<file path="src/rtl/fir_pkg.sv">
// Shared FSM state type and accumulator sizing for the FIR MAC filter.
// Declarations only: no logic, no latency.
// No flow control at package level.
package fir_pkg;

    typedef enum logic [1:0] {
        IDLE = 2'd0,
        MAC  = 2'd1,
        OUT  = 2'd2
    } fir_state_t;

    // Wide enough that TAPS full-scale products can be summed without overflow.
    function automatic int acc_width(input int data_w, input int coef_w, input int taps);
        return data_w + coef_w + $clog2(taps);
    endfunction

endpackage

</file>
<file path="src/rtl/fir_mac_filter_if.sv">
// Sample, result and coefficient-write signals of the FIR MAC filter.
// Wiring only: no latency.
// Sample and result sides use valid/ready; coefficient writes are fire-and-forget.
interface fir_mac_filter_if #(
    parameter int DATA_W = 8,
    parameter int COEF_W = 8,
    parameter int TAPS   = 4,
    parameter int OUT_W  = 16
);
    logic                        in_valid;
    logic                        in_ready;
    logic signed [DATA_W-1:0]    in_data;
    logic                        out_valid;
    logic                        out_ready;
    logic signed [OUT_W-1:0]     out_data;
    logic                        coef_we;
    logic [$clog2(TAPS)-1:0]     coef_addr;
    logic signed [COEF_W-1:0]    coef_data;

    modport master (
        output in_valid, in_data, out_ready, coef_we, coef_addr, coef_data,
        input  in_ready, out_valid, out_data
    );

    modport slave (
        input  in_valid, in_data, out_ready, coef_we, coef_addr, coef_data,
        output in_ready, out_valid, out_data
    );
endinterface

</file>
<file path="src/rtl/fir_mac.sv">
// Registered signed multiply-accumulate: acc <= 0 on clr, acc += sample*coef on en.
// Latency: product visible in acc one cycle after en.
// No backpressure; the caller sequences clr/en.
module fir_mac
    import fir_pkg::*;
#(
    parameter int DATA_W = 8,
    parameter int COEF_W = 8,
    parameter int TAPS   = 4,
    localparam int ACC_W = acc_width(DATA_W, COEF_W, TAPS)
) (
    input  logic                     clk,
    input  logic                     reset_n,
    input  logic                     clr,
    input  logic                     en,
    input  logic signed [DATA_W-1:0] sample,
    input  logic signed [COEF_W-1:0] coef,
    output logic signed [ACC_W-1:0]  acc
);
    localparam int PROD_W = DATA_W + COEF_W;

    logic signed [PROD_W-1:0] prod;

    assign prod = PROD_W'(sample) * PROD_W'(coef);

    always_ff @(posedge clk or negedge reset_n) begin
        if (!reset_n) begin
            acc <= '0;
        end else if (clr) begin
            acc <= '0;
        end else if (en) begin
            acc <= acc + ACC_W'(prod);
        end
    end

endmodule

</file>
<file path="src/rtl/fir_mac_filter.sv">
// Time-shared TAPS-tap FIR; output reduction saturates when FIR_SAT_EN is defined, else wraps.
// Latency: accept at cycle 0, out_valid at cycle TAPS+1; one sample per TAPS+2 cycles.
// in_ready only in IDLE; result held indefinitely while out_ready is low.
module fir_mac_filter
    import fir_pkg::*;
#(
    parameter int DATA_W = 8,
    parameter int COEF_W = 8,
    parameter int TAPS   = 4,
    parameter int OUT_W  = 16
) (
    input  logic              clk,
    input  logic              reset_n,
    fir_mac_filter_if.slave   bus,
    output logic              busy
);
    localparam int ACC_W   = acc_width(DATA_W, COEF_W, TAPS);
    localparam int AW      = $clog2(TAPS);
    localparam int TAPS_M1 = TAPS - 1;
    localparam logic [AW-1:0] LAST_K   = TAPS_M1[AW-1:0];
    localparam logic [AW:0]   TAPS_LIM = TAPS[AW:0];

    fir_state_t               state;
    logic [AW-1:0]            k;
    logic signed [DATA_W-1:0] x [TAPS];
    logic signed [COEF_W-1:0] h [TAPS];
    logic signed [ACC_W-1:0]  acc;
    logic                     accept;
    logic                     coef_hit;

    assign accept   = bus.in_valid && bus.in_ready;
    // A sample acceptance wins over a coincident coefficient write.
    assign coef_hit = bus.coef_we && (state == IDLE) && !accept
                      && ({1'b0, bus.coef_addr} < TAPS_LIM);

    always_ff @(posedge clk or negedge reset_n) begin
        if (!reset_n) begin
            state         <= IDLE;
            k             <= '0;
            bus.in_ready  <= 1'b0;
            bus.out_valid <= 1'b0;
            busy          <= 1'b0;
        end else begin
            case (state)
                IDLE: begin
                    bus.in_ready <= 1'b1;
                    if (accept) begin
                        state        <= MAC;
                        k            <= '0;
                        bus.in_ready <= 1'b0;
                        busy         <= 1'b1;
                    end
                end
                MAC: begin
                    if (k == LAST_K) begin
                        state         <= OUT;
                        bus.out_valid <= 1'b1;
                    end else begin
                        k <= k + 1'b1;
                    end
                end
                OUT: begin
                    if (bus.out_ready) begin
                        state         <= IDLE;
                        bus.out_valid <= 1'b0;
                        busy          <= 1'b0;
                        bus.in_ready  <= 1'b1;
                    end
                end
                default: begin
                    state <= IDLE;
                end
            endcase
        end
    end

    always_ff @(posedge clk or negedge reset_n) begin
        if (!reset_n) begin
            for (int i = 0; i < TAPS; i++) begin
                x[i] <= '0;
                h[i] <= COEF_W'(i + 1);
            end
        end else begin
            if (accept) begin
                x[0] <= bus.in_data;
                for (int i = 1; i < TAPS; i++) begin
                    x[i] <= x[i-1];
                end
            end
            if (coef_hit) begin
                h[bus.coef_addr] <= bus.coef_data;
            end
        end
    end

    fir_mac #(
        .DATA_W (DATA_W),
        .COEF_W (COEF_W),
        .TAPS   (TAPS)
    ) u_mac (
        .clk     (clk),
        .reset_n (reset_n),
        .clr     (accept),
        .en      (state == MAC),
        .sample  (x[k]),
        .coef    (h[k]),
        .acc     (acc)
    );

    // acc is frozen outside MAC, so out_data is stable for the whole OUT state.
`ifdef FIR_SAT_EN
    localparam logic signed [ACC_W-1:0] SAT_MAX = {{(ACC_W-OUT_W+1){1'b0}}, {(OUT_W-1){1'b1}}};
    localparam logic signed [ACC_W-1:0] SAT_MIN = {{(ACC_W-OUT_W+1){1'b1}}, {(OUT_W-1){1'b0}}};

    always_comb begin
        bus.out_data = OUT_W'(acc);
        if (acc > SAT_MAX) begin
            bus.out_data = OUT_W'(SAT_MAX);
        end else if (acc < SAT_MIN) begin
            bus.out_data = OUT_W'(SAT_MIN);
        end
    end
`else
    assign bus.out_data = OUT_W'(acc);
`endif

endmodule

</file>
<file path="src/flat_wrapper.sv">
// flat-port wrapper written by rule: the top's interface ports become plain ports
module fir_mac_filter_flat import fir_pkg::*;
#(
    parameter int DATA_W = 8,
    parameter int COEF_W = 8,
    parameter int TAPS   = 4,
    parameter int OUT_W  = 16
)
  (clk, reset_n, busy, bus_in_valid, bus_in_data, bus_out_ready, bus_coef_we, bus_coef_addr, bus_coef_data, bus_in_ready, bus_out_valid, bus_out_data);
  fir_mac_filter_if #(.DATA_W(DATA_W), .COEF_W(COEF_W), .TAPS(TAPS), .OUT_W(OUT_W)) bus_i ();
  input  logic clk;
  input  logic reset_n;
  output logic busy;
  input wire logic [$bits(bus_i.in_valid)-1:0] bus_in_valid;
  input wire logic [$bits(bus_i.in_data)-1:0] bus_in_data;
  input wire logic [$bits(bus_i.out_ready)-1:0] bus_out_ready;
  input wire logic [$bits(bus_i.coef_we)-1:0] bus_coef_we;
  input wire logic [$bits(bus_i.coef_addr)-1:0] bus_coef_addr;
  input wire logic [$bits(bus_i.coef_data)-1:0] bus_coef_data;
  output wire logic [$bits(bus_i.in_ready)-1:0] bus_in_ready;
  output wire logic [$bits(bus_i.out_valid)-1:0] bus_out_valid;
  output wire logic [$bits(bus_i.out_data)-1:0] bus_out_data;
  assign bus_i.in_valid = bus_in_valid;
  assign bus_i.in_data = bus_in_data;
  assign bus_i.out_ready = bus_out_ready;
  assign bus_i.coef_we = bus_coef_we;
  assign bus_i.coef_addr = bus_coef_addr;
  assign bus_i.coef_data = bus_coef_data;
  assign bus_in_ready = bus_i.in_ready;
  assign bus_out_valid = bus_i.out_valid;
  assign bus_out_data = bus_i.out_data;
  fir_mac_filter #(.DATA_W(DATA_W), .COEF_W(COEF_W), .TAPS(TAPS), .OUT_W(OUT_W)) u_core (.clk(clk), .reset_n(reset_n), .bus(bus_i), .busy(busy));
endmodule
</file>
<file path="config.mk">
export PLATFORM = sky130hd
export DESIGN_NAME = fir_mac_filter_flat
export DESIGN_NICKNAME = d
export VERILOG_FILES = /design/src/rtl/fir_pkg.sv /design/src/rtl/fir_mac_filter_if.sv /design/src/rtl/fir_mac.sv /design/src/rtl/fir_mac_filter.sv /design/src/flat_wrapper.sv
export SDC_FILE = /design/constraint.sdc
export NUM_CORES = 1
export LEC_CHECK = 0
export ABC_AREA = 1
export BUFFER_PORTS_ARGS = -buffer_cell sky130_fd_sc_hd__buf_4
export CORE_MARGIN = 3
export CORE_UTILIZATION = 50
export CTS_CLUSTER_SIZE = 10
export DETAILED_ROUTE_END_ITERATION = 10
export PLACE_DENSITY = 0.68
export SLEW_MARGIN = 40
export SYNTH_ARGS = -nofsm -noshare
export SYNTH_HDL_FRONTEND = slang
export SYNTH_SLANG_ARGS = --single-unit
</file>
<file path="constraint.sdc">
create_clock -name clk -period 7.7 [get_ports clk]
set_input_delay 0.77 -clock clk [delete_from_list [all_inputs] [get_ports clk]]
set_output_delay 0.77 -clock clk [all_outputs]
set_load 0.02 [all_outputs]
</file>
# ---- Word-level counts from Yosys, hierarchy flattened
# Cells that the tools add are included.
dict set report classes {
  addsub 2
  n_mul 1
  order_cmp 3
  n_eq_ne 7
  muxes 26
  n_bitwise 2
  n_reduce_logical 15
}
# cell count
set ops {}
lappend ops {{two-way mux 8 bit} 5}
lappend ops {{two-way mux 18 bit} 2}
lappend ops {{binary-select mux 8 bit (select 2 bit)} 2}
lappend ops {{bitwise mux 32 bit} 1}
lappend ops {{adder 18 x 16 -> 18 bit} 1}
lappend ops {{demux 8 bit (select 2 bit)} 1}
lappend ops {{multiplier 8 x 8 -> 16 bit} 1}
lappend ops {{AND reduction 3 bit} 4}
lappend ops {{two-way mux 2 bit} 5}
lappend ops {{nonzero test 2 bit} 4}
lappend ops {{>= comparator 3 bit, second input constant} 2}
lappend ops {{NOT 2 -> 3 bit} 2}
lappend ops {{case mux 1 bit (2 select lines)} 3}
lappend ops {{case mux 2 bit (3 select lines)} 1}
lappend ops {{two-way mux 1 bit} 5}
lappend ops {{equality test 2 bit, second input constant} 2}
lappend ops {{logical AND 1 bit} 4}
lappend ops {{inequality test 2 x 1 -> 1 bit, second input constant} 2}
lappend ops {{inequality test 2 bit, second input constant} 2}
lappend ops {{case mux 2 bit (2 select lines)} 1}
lappend ops {{< comparator 3 x 1 -> 1 bit, second input constant} 1}
lappend ops {{adder 2 x 1 -> 2 bit, second input constant} 1}
lappend ops {{equality test 2 x 1 -> 1 bit, second input constant} 1}
lappend ops {{zero test 2 bit} 1}
lappend ops {{other kinds (2)} 2}
dict set report totals {
  regBits 89
  output_inout_bits 19
  elab_cells 70
}

# ---- Depth between registers and ports, before layout
# Gate-level depths: netlist of run 1.
dict set report depth {
  depth_word 8
  mapped_depth 27
  depth_no_buf 27
}

# ---- Cells and area by module
# A second synthesis of run 1 with hierarchy kept.
dict set report hier_totals {
  hier_cells 926
  hier_area_um2 7428.4
}
# module n_inst cells_per_inst area_each_um2
set by_module_without_submodules {}
lappend by_module_without_submodules {fir_mac 1 526 4169.0}
lappend by_module_without_submodules {fir_mac_filter 1 400 3259.4}

# ---- Least setup slack after synthesis of run 1
# Ideal clock, no wire load.
dict set report synth_timing {
  path_type {reg2reg}
  start {reg u_core.k[1]}
  end {reg u_core.u_mac.acc[12]}
  arrival_ns 5.320
  t_required_ns 7.580
  slack_ns 2.259
  stages_incl_launch_ff 22
  n_path_buf 1
  path_cell_list {dfrtp_1 -> inv_1 -> buf_2 -> a21oi_1 -> a32oi_2 -> inv_2 -> nor2_1 -> inv_1 -> fa_1 -> inv_1 -> fa_1 -> fa_1 -> fa_1 -> fa_1 -> ha_1 -> nand2_1 -> o21ai_0 -> nand2_1 -> nand2_1 -> a21oi_1 -> o21ai_1 -> nand2_1}
}
dict set report synth_via {
  elab_chain_cells 8
  elab_cells_between_ends 11
  classes_between {add/sub: 1; mul: 1; mux: 8; bitwise: 1}
}
# element line
set synth_lines {}
lappend synth_lines {{start, declared} fir_mac_filter.sv:24} ;# logic [AW-1:0] k;
lappend synth_lines {{start signal, assigned} fir_mac_filter.sv:59} ;# k <= k + 1'b1;
lappend synth_lines {{NOT 2 -> 3 bit (not written as such) *} {fir_mac_filter.sv:105, fir_mac_filter.sv:106}}
lappend synth_lines {{binary-select mux 8 bit (select 2 bit) (on tied branches)} {fir_mac_filter.sv:105, fir_mac_filter.sv:106}}
lappend synth_lines {{two-way mux 8 bit (on tied branches) (2 in a row)} {fir_mac_filter.sv:105, fir_mac_filter.sv:106}}
lappend synth_lines {{multiplier 8 x 8 -> 16 bit *} fir_mac.sv:24} ;# assign prod = PROD_W'(sample) * PROD_W'(coef);
lappend synth_lines {{adder 18 x 16 -> 18 bit *} fir_mac.sv:32} ;# acc <= acc + ACC_W'(prod);
lappend synth_lines {{two-way mux 18 bit *} fir_mac.sv:31} ;# end else if (en) begin
lappend synth_lines {{two-way mux 18 bit *} fir_mac.sv:29} ;# end else if (clr) begin
lappend synth_lines {{end signal, assigned} fir_mac.sv:32}
lappend synth_lines {{end, declared} fir_mac.sv:18} ;# output logic signed [ACC_W-1:0] acc
# Every way passes the cells marked *; elsewhere a longest branch is shown, timed or not. The select of a mux whose other input is x is not followed.
# A chain may end at the register's enable or synchronous reset.

# ---- Worst setup path in the final report of run 1
# Ends and elaborated chain as after synthesis.

==> impl_metrics.csv, run 1 <==
group,metric,value,unit
yosys,synth_area_per_cell,8.68,sq um
yosys,synth.cell_area,6950,sq um
global_route,grt_use_total,21.2,%
critical_path,r2r-end,"u_core.u_mac.acc[12]",
clocking,cts_tree,"done",
global_route,antenna_found_initial,0,
place,gp_congestion,0.913,
layout,syn_to_final_growth,10.9,%
clocking,clock_latency,0.35,ns
critical_path,reg2reg_slack,1.66,ns
timing,grt_setup_unrepaired,"no",
yosys,synth_cell_types,37,
yosys,syn-num-nets,933,
timing,fin_crit_sh,78.4,%
global_route,grt_max_degree,51,
routing,first_iter_violations,377,
timing,max_clock_freq,0.166,GHz
outcome,status,"completed",
yosys,synth-seq-area-share,31.4,%
routing,routedWlPerCell,14.4,um
timing,min_period,6.04,ns
yosys,yosys_warnings,0,
hold_path,worstHoldPathType,"primary input to asynchronous set/reset pin",
clocking,htree_levels,3,
place,io_buffers,41,
layout,fillers,1193,
yosys,ys_ff_latch,87,
clocking,hold_buffers,0,
layout,num_antenna_cells,0,
routing,route.vias.total,5262,
critical_path,reg2reg_from,"u_core.k[1]",
place,place_hpwl,11400,um
critical_path,critPathLaunchType,"flip-flop",
floorplanning,die_h,124,um
floorplanning,core-area,13400,sq um
timing,setup_viol,0,
place,dpl_cell_area,7420,sq um
clocking,cts_setup_buffers,0,
timing,hold_viol,0,
routing,detail_route.first_pass.iterations,5,
clocking,clock-sinks,87,
routing,ant_nets,0,
clocking,clockRootBuffer,"clkbuf_16",
layout,final_area,7710,sq um
floorplanning,io_pins,42,
clocking,clkSlewWorstSetupHoldPaths,0.06,ns
critical_path,cp-startpoint,"u_core.k[1]",
layout,final_cell_mix,"214 x nand2_1, 139 x inv_1, 82 x dfrtp_1",
layout,final_nets,972,
global_route,grt_pass1_wl,25700,um
global_route,grt_pass1_vias,5468,
yosys,synth_ff_type,"dfrtp_1",
clocking,cts_resized,0,
floorplanning,dieArea,15300,sq um
layout,fin_util,57.5,%
timing,maxSlewHeadroom,57.2,%
yosys,synthCells,801,
critical_path,required,7.93,ns
timing,worstMarginPinSlew,0.640,ns
clocking,numCtsBuffers,9,
routing,wirelength,14700,um
critical_path,r2r_cells,22,
floorplanning,rows,42,
layout,layout_commonest_cell,"nand2_1",
timing,timing.hold.ws,0.392,ns
routing,drc_errors,0,
global_route,grt_overflow,0,
critical_path,arrival,6.27,ns
yosys,synth_edf_count,0,
clocking,clockBufferDepth,2,
critical_path,path_max_fanout,16,
yosys,ys_async_sr_fraction,100,%
critical_path,cp-end-kind,"flip-flop",
run,drv_cap,0,
floorplanning,initial_core_util,51.9,%
timing,clock_skew,0.00692,ns
timing,slew_viol_final,0,
floorplanning,die_x,124,um
routing,viasPerCell,5.15,
critical_path,critPathKind,"flip-flop to flip-flop",
layout,final_layout_size_suffix_gt1_share,15.1,%
timing,fin_setup_tns,0,ns
-- metrics by stage --
step	setup WS [ns]	instances
floorplan	2.26	801
global placement	1.80	1005
detailed placement	1.69	1005
CTS	1.66	1021
global route	1.19	1021
finish	1.66	1021
-- synthesized netlist by cell type (all sizes together) (2+ instances only) --
library cell | number | area share [%]
a21oi | 25 | 1.8
a32oi | 15 | 3.0
buf | 12 | 1.1
clkbuf | 6 | 0.32
clkinv | 2 | 0.11
dfrtp | 82 | 30
dfstp | 5 | 1.9
fa | 71 | 20
ha | 38 | 6.8
inv | 154 | 8.3
mux2 | 24 | 3.9
nand2 | 215 | 12
nand3 | 16 | 1.3
nor2 | 76 | 4.4
nor3 | 5 | 1.0
o21ai | 45 | 3.3
o22ai | 2 | 0.18
-- worst max-delay path: stages (launching register included) --
cell,delay (ns)
dfrtp_1,0.41
inv_1,0.45
buf_4,0.34
a21oi_1,0.08
a32oi_2,0.42
inv_2,0.09
nor2_1,0.11
buf_4,0.22
inv_1,0.08
fa_1,0.50
inv_1,0.05
fa_1,0.52
fa_1,0.45
fa_1,0.58
fa_1,0.43
ha_1,0.36
nand2_1,0.10
o21ai_0,0.32
nand2_1,0.09
nand2_1,0.10
a21oi_1,0.06
o21ai_1,0.09
nand2_1,0.07
-- flip-flops by register name, summed over array words and instances (netlist names) --
register,count
u_core.x,32
u_core.state,2
u_core.busy,1
u_core.k,2
u_core.h,32
u_core.bus.in_ready,1
u_core.bus.out_valid,1
u_core.u_mac.acc,16
-- cell families after synthesis --
group                      synth area share, %
xor gates and xnor gates                 0.252
muxes                                     3.89
buffers and inverters                     9.87
adders and majority gates                 27.3
DFF                                       31.4
and+or+nand+nor                           18.6
AOI/OAI and AO/OA                         8.70
-- worst max path at each step --
stage	endpoint	slack, ns
floorplan	u_core.u_mac.acc[12]	2.26
global placement	u_core.u_mac.acc[12]	1.80
detailed placement	u_core.u_mac.acc[15]	1.69
CTS	u_core.u_mac.acc[15]	1.66
global route	u_core.u_mac.acc[12]	1.19
finish	u_core.u_mac.acc[12]	1.66
-- area by class of cell --
cell class / count / area (sq um) / area share [%]
Clock buffer: 11 / 253 / 3.28
Clock inverter: 5 / 36.3 / 0.471
Inverter: 156 / 586 / 7.60
Multi-Input combinational cell: 540 / 4090 / 53.0
Sequential cell: 87 / 2180 / 28.3
Tap cell: 176 / 220 / 2.86
Timing Repair Buffer: 46 / 345 / 4.48
-- layer usage --
metal	vias to the layer above	GRT usage, %	routed length (um)
li1	2542	-	-
met1	2557	29.9	6800
met2	142	34.8	6990
met3	21	2.45	684
met4	0	6.16	240
met5	-	0	0
Power of run 1 is not shown: default switching activity piles up to over one toggle a cycle in this logic, so the estimate is an artifact.
==> run 2, diff against run 1 <==
--- a/config.mk
+++ b/config.mk
@@ -5,7 +5,7 @@
 export SDC_FILE = /design/constraint.sdc
 export NUM_CORES = 1
 export LEC_CHECK = 0
-export ABC_AREA = 1
+export ABC_AREA = 0
 export BUFFER_PORTS_ARGS = -buffer_cell sky130_fd_sc_hd__buf_4
 export CORE_MARGIN = 3
 export CORE_UTILIZATION = 50
==> constraint.sdc (replaced) <==
create_clock -name clk -period 6.33 [get_ports clk]
set_input_delay 0.633 -clock clk [delete_from_list [all_inputs] [get_ports clk]]
set_output_delay 0.633 -clock clk [all_outputs]
set_load 0.02 [all_outputs]
==> run 2 against run 1 <==
Compared with the run above:
- sequential share of layout area up 1.0 points
- flip-flop and latch count unchanged
- via count down 21%
- critical path depth down 5
- synthesized cell count down 32%
- first-iteration DRC count down 58%
- hold slack worse by 0.26 ns
- global-route usage down 1.7 points
- non-clock buffer count up 4
==> impl_metrics.csv, run 2 <==
group,metric,value,unit
global_route,grt_overflow,0,
floorplanning,dieArea,14500,sq um
yosys,syn-num-nets,676,
clocking,htree_levels,3,
critical_path,reg2reg_slack,0.51,ns
critical_path,critPathKind,"flip-flop to flip-flop",
clocking,clock_latency,0.35,ns
global_route,grt_max_degree,47,
critical_path,crit_buf_inv,3,
floorplanning,core-area,12700,sq um
floorplanning,io_pins,42,
clocking,numCtsBuffers,9,
timing,setup_viol,0,
critical_path,path_max_fanout,9,
yosys,netlist.area_leader.share,31.3,%
global_route,grt_pass1_wl,22300,um
timing,hold_viol,0,
yosys,synth_ff_type,"dfrtp_1",
yosys,synth_cell_types,47,
global_route,grt_use_total,19.6,%
timing,worstMarginPinSlew,0.735,ns
yosys,synth-simple-area-share,8.25,%
run,drv_cap,0,
timing,grt_setup_unrepaired,"no",
critical_path,reg2reg_from,"u_core.k[0]",
routing,viasPerCell,5.38,
yosys,synth_common_cells,"82 x dfrtp_1, 77 x inv_1, 71 x fa_1",
critical_path,crit_end,"u_core.u_mac.acc[15]",
layout,fillers,1069,
place,io_buffers,41,
place,place_hpwl,10100,um
critical_path,slowest_delay,0.57,ns
timing,clock_skew,0.00788,ns
critical_path,cp_top_family,"adder cells",
yosys,ys_ff_latch,87,
critical_path,cp-startpoint,"u_core.k[0]",
yosys,yosysMostFrequentCell,"dfrtp_1",
critical_path,path_common_cell,"fa_1",
routing,first_iter_violations,160,
global_route,grt_pass1_vias,4555,
timing,min_period,5.82,ns
clocking,clkSlewWorstSetupHoldPaths,0.07,ns
critical_path,worstPathCellList,"buf_4 > mux4_2 > and2_1 > inv_1 > fa_1 > inv_1 > fa_1 > fa_1 > fa_1 > fa_1 > ha_1 > o21ai_0 > o21ai_0 > o22ai_1 > a21oi_1 > xnor2_1 > o21ai_0",
floorplanning,rows,41,
timing,fin_crit_sh,91.9,%
yosys,synthCells,544,
floorplanning,die_x,121,um
clocking,clockBufferDepth,2,
routing,routedWlPerCell,16.5,um
clocking,cts_setup_buffers,0,
layout,multi_input_area,4040,sq um
yosys,synth.area.top_cells,"dfrtp_1 31%, fa_1 22%, mux2_2 11%",
timing,slew_viol_final,0,
yosys,muxShareOfSynthArea,16.4,%
clocking,cts_tree,"done",
floorplanning,initial_core_util,51.6,%
critical_path,required,6.54,ns
clocking,hold_buffers,0,
yosys,yosys_warnings,0,
layout,final_nets,727,
yosys,synth.cell_area,6570,sq um
critical_path,critPathLaunchType,"flip-flop",
layout,layout_commonest_cell,"dfrtp_1",
critical_path,r2r-end,"u_core.u_mac.acc[15]",
layout,ff_latch_area,2180,sq um
layout,final_cell_mix,"82 x dfrtp_1, 77 x inv_1, 71 x fa_1",
critical_path,cp_slowest_cell,"fa_1",
layout,final_layout_size_suffix_gt1_share,26.7,%
layout,reg.largest.list,"u_core.h: 32 flops, u_core.x: 32 flops, u_core.u_mac.acc: 16 flops",
clocking,clockRootBuffer,"clkbuf_16",
yosys,ys_async_sr_fraction,100,%
yosys,synth_edf_count,0,
critical_path,r2r_cells,17,
yosys,synth-seq-area-share,33.3,%
timing,maxSlewHeadroom,50.7,%
place,gp_congestion,0.812,
routing,detail_route.first_pass.iterations,4,
layout,num_antenna_cells,0,
global_route,antenna_found_initial,0,
critical_path,cp-end-kind,"flip-flop",
yosys,synth_top_family_by_area,"adder cells",
hold_path,worstHoldPathType,"primary input to asynchronous set/reset pin",
critical_path,cp.depth,17,
yosys,synth_area_per_cell,12.1,sq um
yosys,synth_compound_area_share,5.87,%
routing,ant_nets,0,
routing,route.vias.total,4156,
outcome,status,"completed",
floorplanning,die_h,121,um
yosys,yosysTopAreaCell,"dfrtp_1",
clocking,cts_resized,0,
routing,drc_errors,0,
timing,fin_setup_tns,0,ns
timing,max_clock_freq,0.172,GHz
yosys,yosys.area_share.adder,28.9,%
clocking,clock-sinks,87,
layout,syn_to_final_growth,13.3,%
yosys,synth_xor_area_share,2.13,%
critical_path,arrival,6.03,ns
routing,wirelength,12700,um
run 2: changes by cell type in the layout (fill, tap and decap cells not counted), moves of 16 or more:
cell     previous run  this run
nand2_1           214        47
inv_1             139        77
nor2_1             70         9
mux2_2             23        65
and2_1              0        33
o21ai_0            38        19
a21oi_1            25         9
run 2: routing by layer:
layer / vias to the layer above / track usage, % / routed length [um]
met1: 2144 / 26.6 / 5800
met2: 72 / 31.7 / 6230
met5: - / 0 / 0
met4: 0 / 7.86 / 282
li1: 1919 / - / -
met3: 21 / 3.09 / 437
run 2: logic make-up after synthesis:
group / after synthesis
XOR/XNOR: 16
buffers and inverters: 87
multiplexers: 81
flip-flops: 87
AO/OA/AOI/OAI: 57
adder cells (fa/ha/maj): 109
AND/OR/NAND/NOR: 107
run 2: layout make-up:
cell class | instances | share of cell area [%]
Tap cell | 172 | 2.89
Clock inverter | 5 | 0.908
Sequential cell | 87 | 29.3
Multi-Input combinational cell | 370 | 54.4
Timing Repair Buffer | 50 | 5.21
Inverter | 77 | 3.88
Clock buffer | 11 | 3.40
run 2: how the worst min path moves through the flow:
stage,to,slack (ns)
after detailed placement,u_core.x[5],0.49
after global placement,u_core.x[7],0.48
final,u_core.u_mac.acc[2],0.14
after CTS,u_core.u_mac.acc[5],0.13
after floorplan,u_core.bus.in_ready,0.34
after global routing,u_core.u_mac.acc[2],0.14
run 2: through the flow:
stage / setup WS [ns] / utilization [%] / hold slack [ns] / cells / cell area, sq um
finish: 0.515 / 58.5 / 0.136 / 772 / 7440
global route: 0.142 / 58.5 / 0.144 / 772 / 7440
CTS: 0.468 / 58.5 / 0.135 / 772 / 7440
detailed placement: 0.455 / 56.0 / 0.490 / 756 / 7120
global placement: 0.604 / 55.8 / 0.481 / 755 / 7100
floorplan: 0.826 / - / 0.337 / 544 / 6570
run 2: worst register-to-register path: stages (launching register included):
cell,delay [ns]
dfrtp_1,0.51
buf_4,0.23
mux4_2,0.41
and2_1,0.52
inv_1,0.13
fa_1,0.52
inv_1,0.05
fa_1,0.52
fa_1,0.44
fa_1,0.57
fa_1,0.43
ha_1,0.34
o21ai_0,0.10
o21ai_0,0.29
o22ai_1,0.19
a21oi_1,0.21
xnor2_1,0.13
o21ai_0,0.09
Power of run 2 is left out for the same reason.
==> run 3, diff against run 2 <==
--- a/config.mk
+++ b/config.mk
@@ -9,6 +9,7 @@
 export BUFFER_PORTS_ARGS = -buffer_cell sky130_fd_sc_hd__buf_4
 export CORE_MARGIN = 3
 export CORE_UTILIZATION = 50
+export CTS_BUF_LIST = sky130_fd_sc_hd__clkbuf_16
 export CTS_CLUSTER_SIZE = 10
 export DETAILED_ROUTE_END_ITERATION = 10
 export PLACE_DENSITY = 0.68
==> run 3 against run 2 <==
Compared with the run above:
- cell area decreased by 0.27%
- largest cell class unchanged
- register-to-register slack about the same
- flip-flop and latch count unchanged
- utilization decreased by 0.16 points
- clock-buffer cell count decreased by 2
- critical path type unchanged
==> impl_metrics.csv, run 3 (same netlist as run 2, synthesis figures left out) <==
group,metric,value,unit
clocking,clock-sinks,87,
floorplanning,rows,41,
clocking,cts_tree,"done",
timing,hold_viol,0,
layout,final_area,7420,sq um
layout,final_layout_size_suffix_gt1_share,26.3,%
layout,num_antenna_cells,0,
critical_path,critPathLaunchType,"flip-flop",
timing,maxSlewHeadroom,46.5,%
place,gp_congestion,0.812,
timing,fin_crit_sh,92.0,%
layout,final_nets,727,
timing,timing.hold.ws,0.135,ns
critical_path,reg2reg_slack,0.51,ns
clocking,clock_latency,0.35,ns
critical_path,critPathKind,"flip-flop to flip-flop",
global_route,grt_util_met2,31.8,%
critical_path,reg2reg_from,"u_core.k[0]",
critical_path,worstPathCellList,"buf_4 > mux4_2 > and2_1 > inv_1 > fa_1 > inv_1 > fa_1 > fa_1 > fa_1 > fa_1 > ha_1 > o21ai_0 > o21ai_0 > o22ai_1 > a21oi_1 > xnor2_1 > o21ai_0",
critical_path,path_common_cell,"fa_1",
clocking,clockBufferDepth,2,
critical_path,cp_top_family,"adder cells",
critical_path,crit_buf_inv,3,
clocking,numCtsBuffers,9,
layout,syn_to_final_growth,13.0,%
place,io_buffers,41,
global_route,grt_use_total,19.6,%
floorplanning,die_x,121,um
run,drv_cap,0,
layout,final_cell_mix,"82 x dfrtp_1, 77 x inv_1, 71 x fa_1",
clocking,clkSlewWorstSetupHoldPaths,0.07,ns
layout,fillers,1073,
global_route,antenna_found_initial,0,
timing,min_period,5.82,ns
global_route,grt_max_degree,47,
layout,reg.largest.list,"u_core.h: 32 flops, u_core.x: 32 flops, u_core.u_mac.acc: 16 flops",
critical_path,r2r_cells,17,
critical_path,r2r-end,"u_core.u_mac.acc[15]",
critical_path,cp-end-kind,"flip-flop",
routing,detail_route.first_pass.iterations,4,
layout,layout_commonest_cell,"dfrtp_1",
hold_path,worstHoldPathType,"primary input to asynchronous set/reset pin",
routing,ant_nets,0,
layout,multi_input_area,4040,sq um
timing,fin_setup_tns,0,ns
critical_path,path_max_fanout,9,
floorplanning,die_h,121,um
routing,drc_errors,0,
global_route,use_met1,26.7,%
clocking,hold_buffers,0,
clocking,cts_resized,0,
global_route,grtUsageMet3,2.99,%
floorplanning,io_pins,42,
global_route,grt_overflow,0,
floorplanning,initial_core_util,51.6,%
timing,grt_setup_unrepaired,"no",
critical_path,required,6.55,ns
floorplanning,core-area,12700,sq um
clocking,cts_setup_buffers,0,
timing,slew_viol_final,0,
clocking,clockRootBuffer,"clkbuf_16",
global_route,grt_pass1_wl,22300,um
timing,max_clock_freq,0.172,GHz
routing,routedWlPerCell,16.6,um
outcome,status,"completed",
routing,route.vias.total,4185,
critical_path,arrival,6.04,ns
global_route,top_usage_layer,"met2",
clocking,htree_levels,3,
routing,wirelength,12800,um
place,dpl_cell_area,7120,sq um
critical_path,cp_slowest_cell,"fa_1",
layout,ff_latch_area,2180,sq um
timing,clock_skew,0.00770,ns
global_route,grt_pass1_vias,4546,
critical_path,slowest_delay,0.57,ns
routing,first_iter_violations,142,
timing,setup_viol,0,
place,place_hpwl,10100,um
timing,worstMarginPinSlew,0.799,ns
floorplanning,dieArea,14500,sq um
routing,viasPerCell,5.42,
## run 3: cell types whose count changed in the layout (fill, tap and decap cells not counted), sizes merged
cell    change
clkbuf      -2
clkinv      +2
## run 3: how the worst max path moves through the flow
stage | start | endpoint | slack, ns | cells past startpoint
detailed placement | u_core.k[0] | u_core.u_mac.acc[15] | 0.45 | 17
floorplan | u_core.k[0] | u_core.u_mac.acc[12] | 0.83 | 14
global route | u_core.k[0] | u_core.u_mac.acc[15] | 0.14 | 17
CTS | u_core.k[0] | u_core.u_mac.acc[15] | 0.47 | 17
finish | u_core.k[0] | u_core.u_mac.acc[15] | 0.51 | 17
global placement | u_core.k[0] | u_core.u_mac.acc[12] | 0.60 | 15
## run 3: metrics by stage
| stage | util, % | std cells | worst slack, ns |
|---|---|---|---|
| final | 58.3 | 772 | 0.507 |
| after global routing | 58.3 | 772 | 0.142 |
| after global placement | 55.8 | 755 | 0.604 |
| after detailed placement | 56.0 | 756 | 0.455 |
| after CTS | 58.3 | 772 | 0.468 |
| after floorplan | - | 544 | 0.826 |
## run 3: area by class of cell
| class | count | area share (%) |
|---|---|---|
| Multi-Input combinational cell | 370 | 54.5 |
| Clock inverter | 7 | 1.01 |
| Tap cell | 172 | 2.90 |
| Timing Repair Buffer | 50 | 5.23 |
| Sequential cell | 87 | 29.4 |
| Clock buffer | 9 | 3.04 |
| Inverter | 77 | 3.90 |
## run 3: layer usage
metal,vias up,share of wire (%),wire (um)
li1,1922,-,-
met1,2181,46,5850
met2,59,49,6290
met3,23,2.9,375
met4,0,2.2,278
met5,-,0,0
Power of run 3 is left out for the same reason.
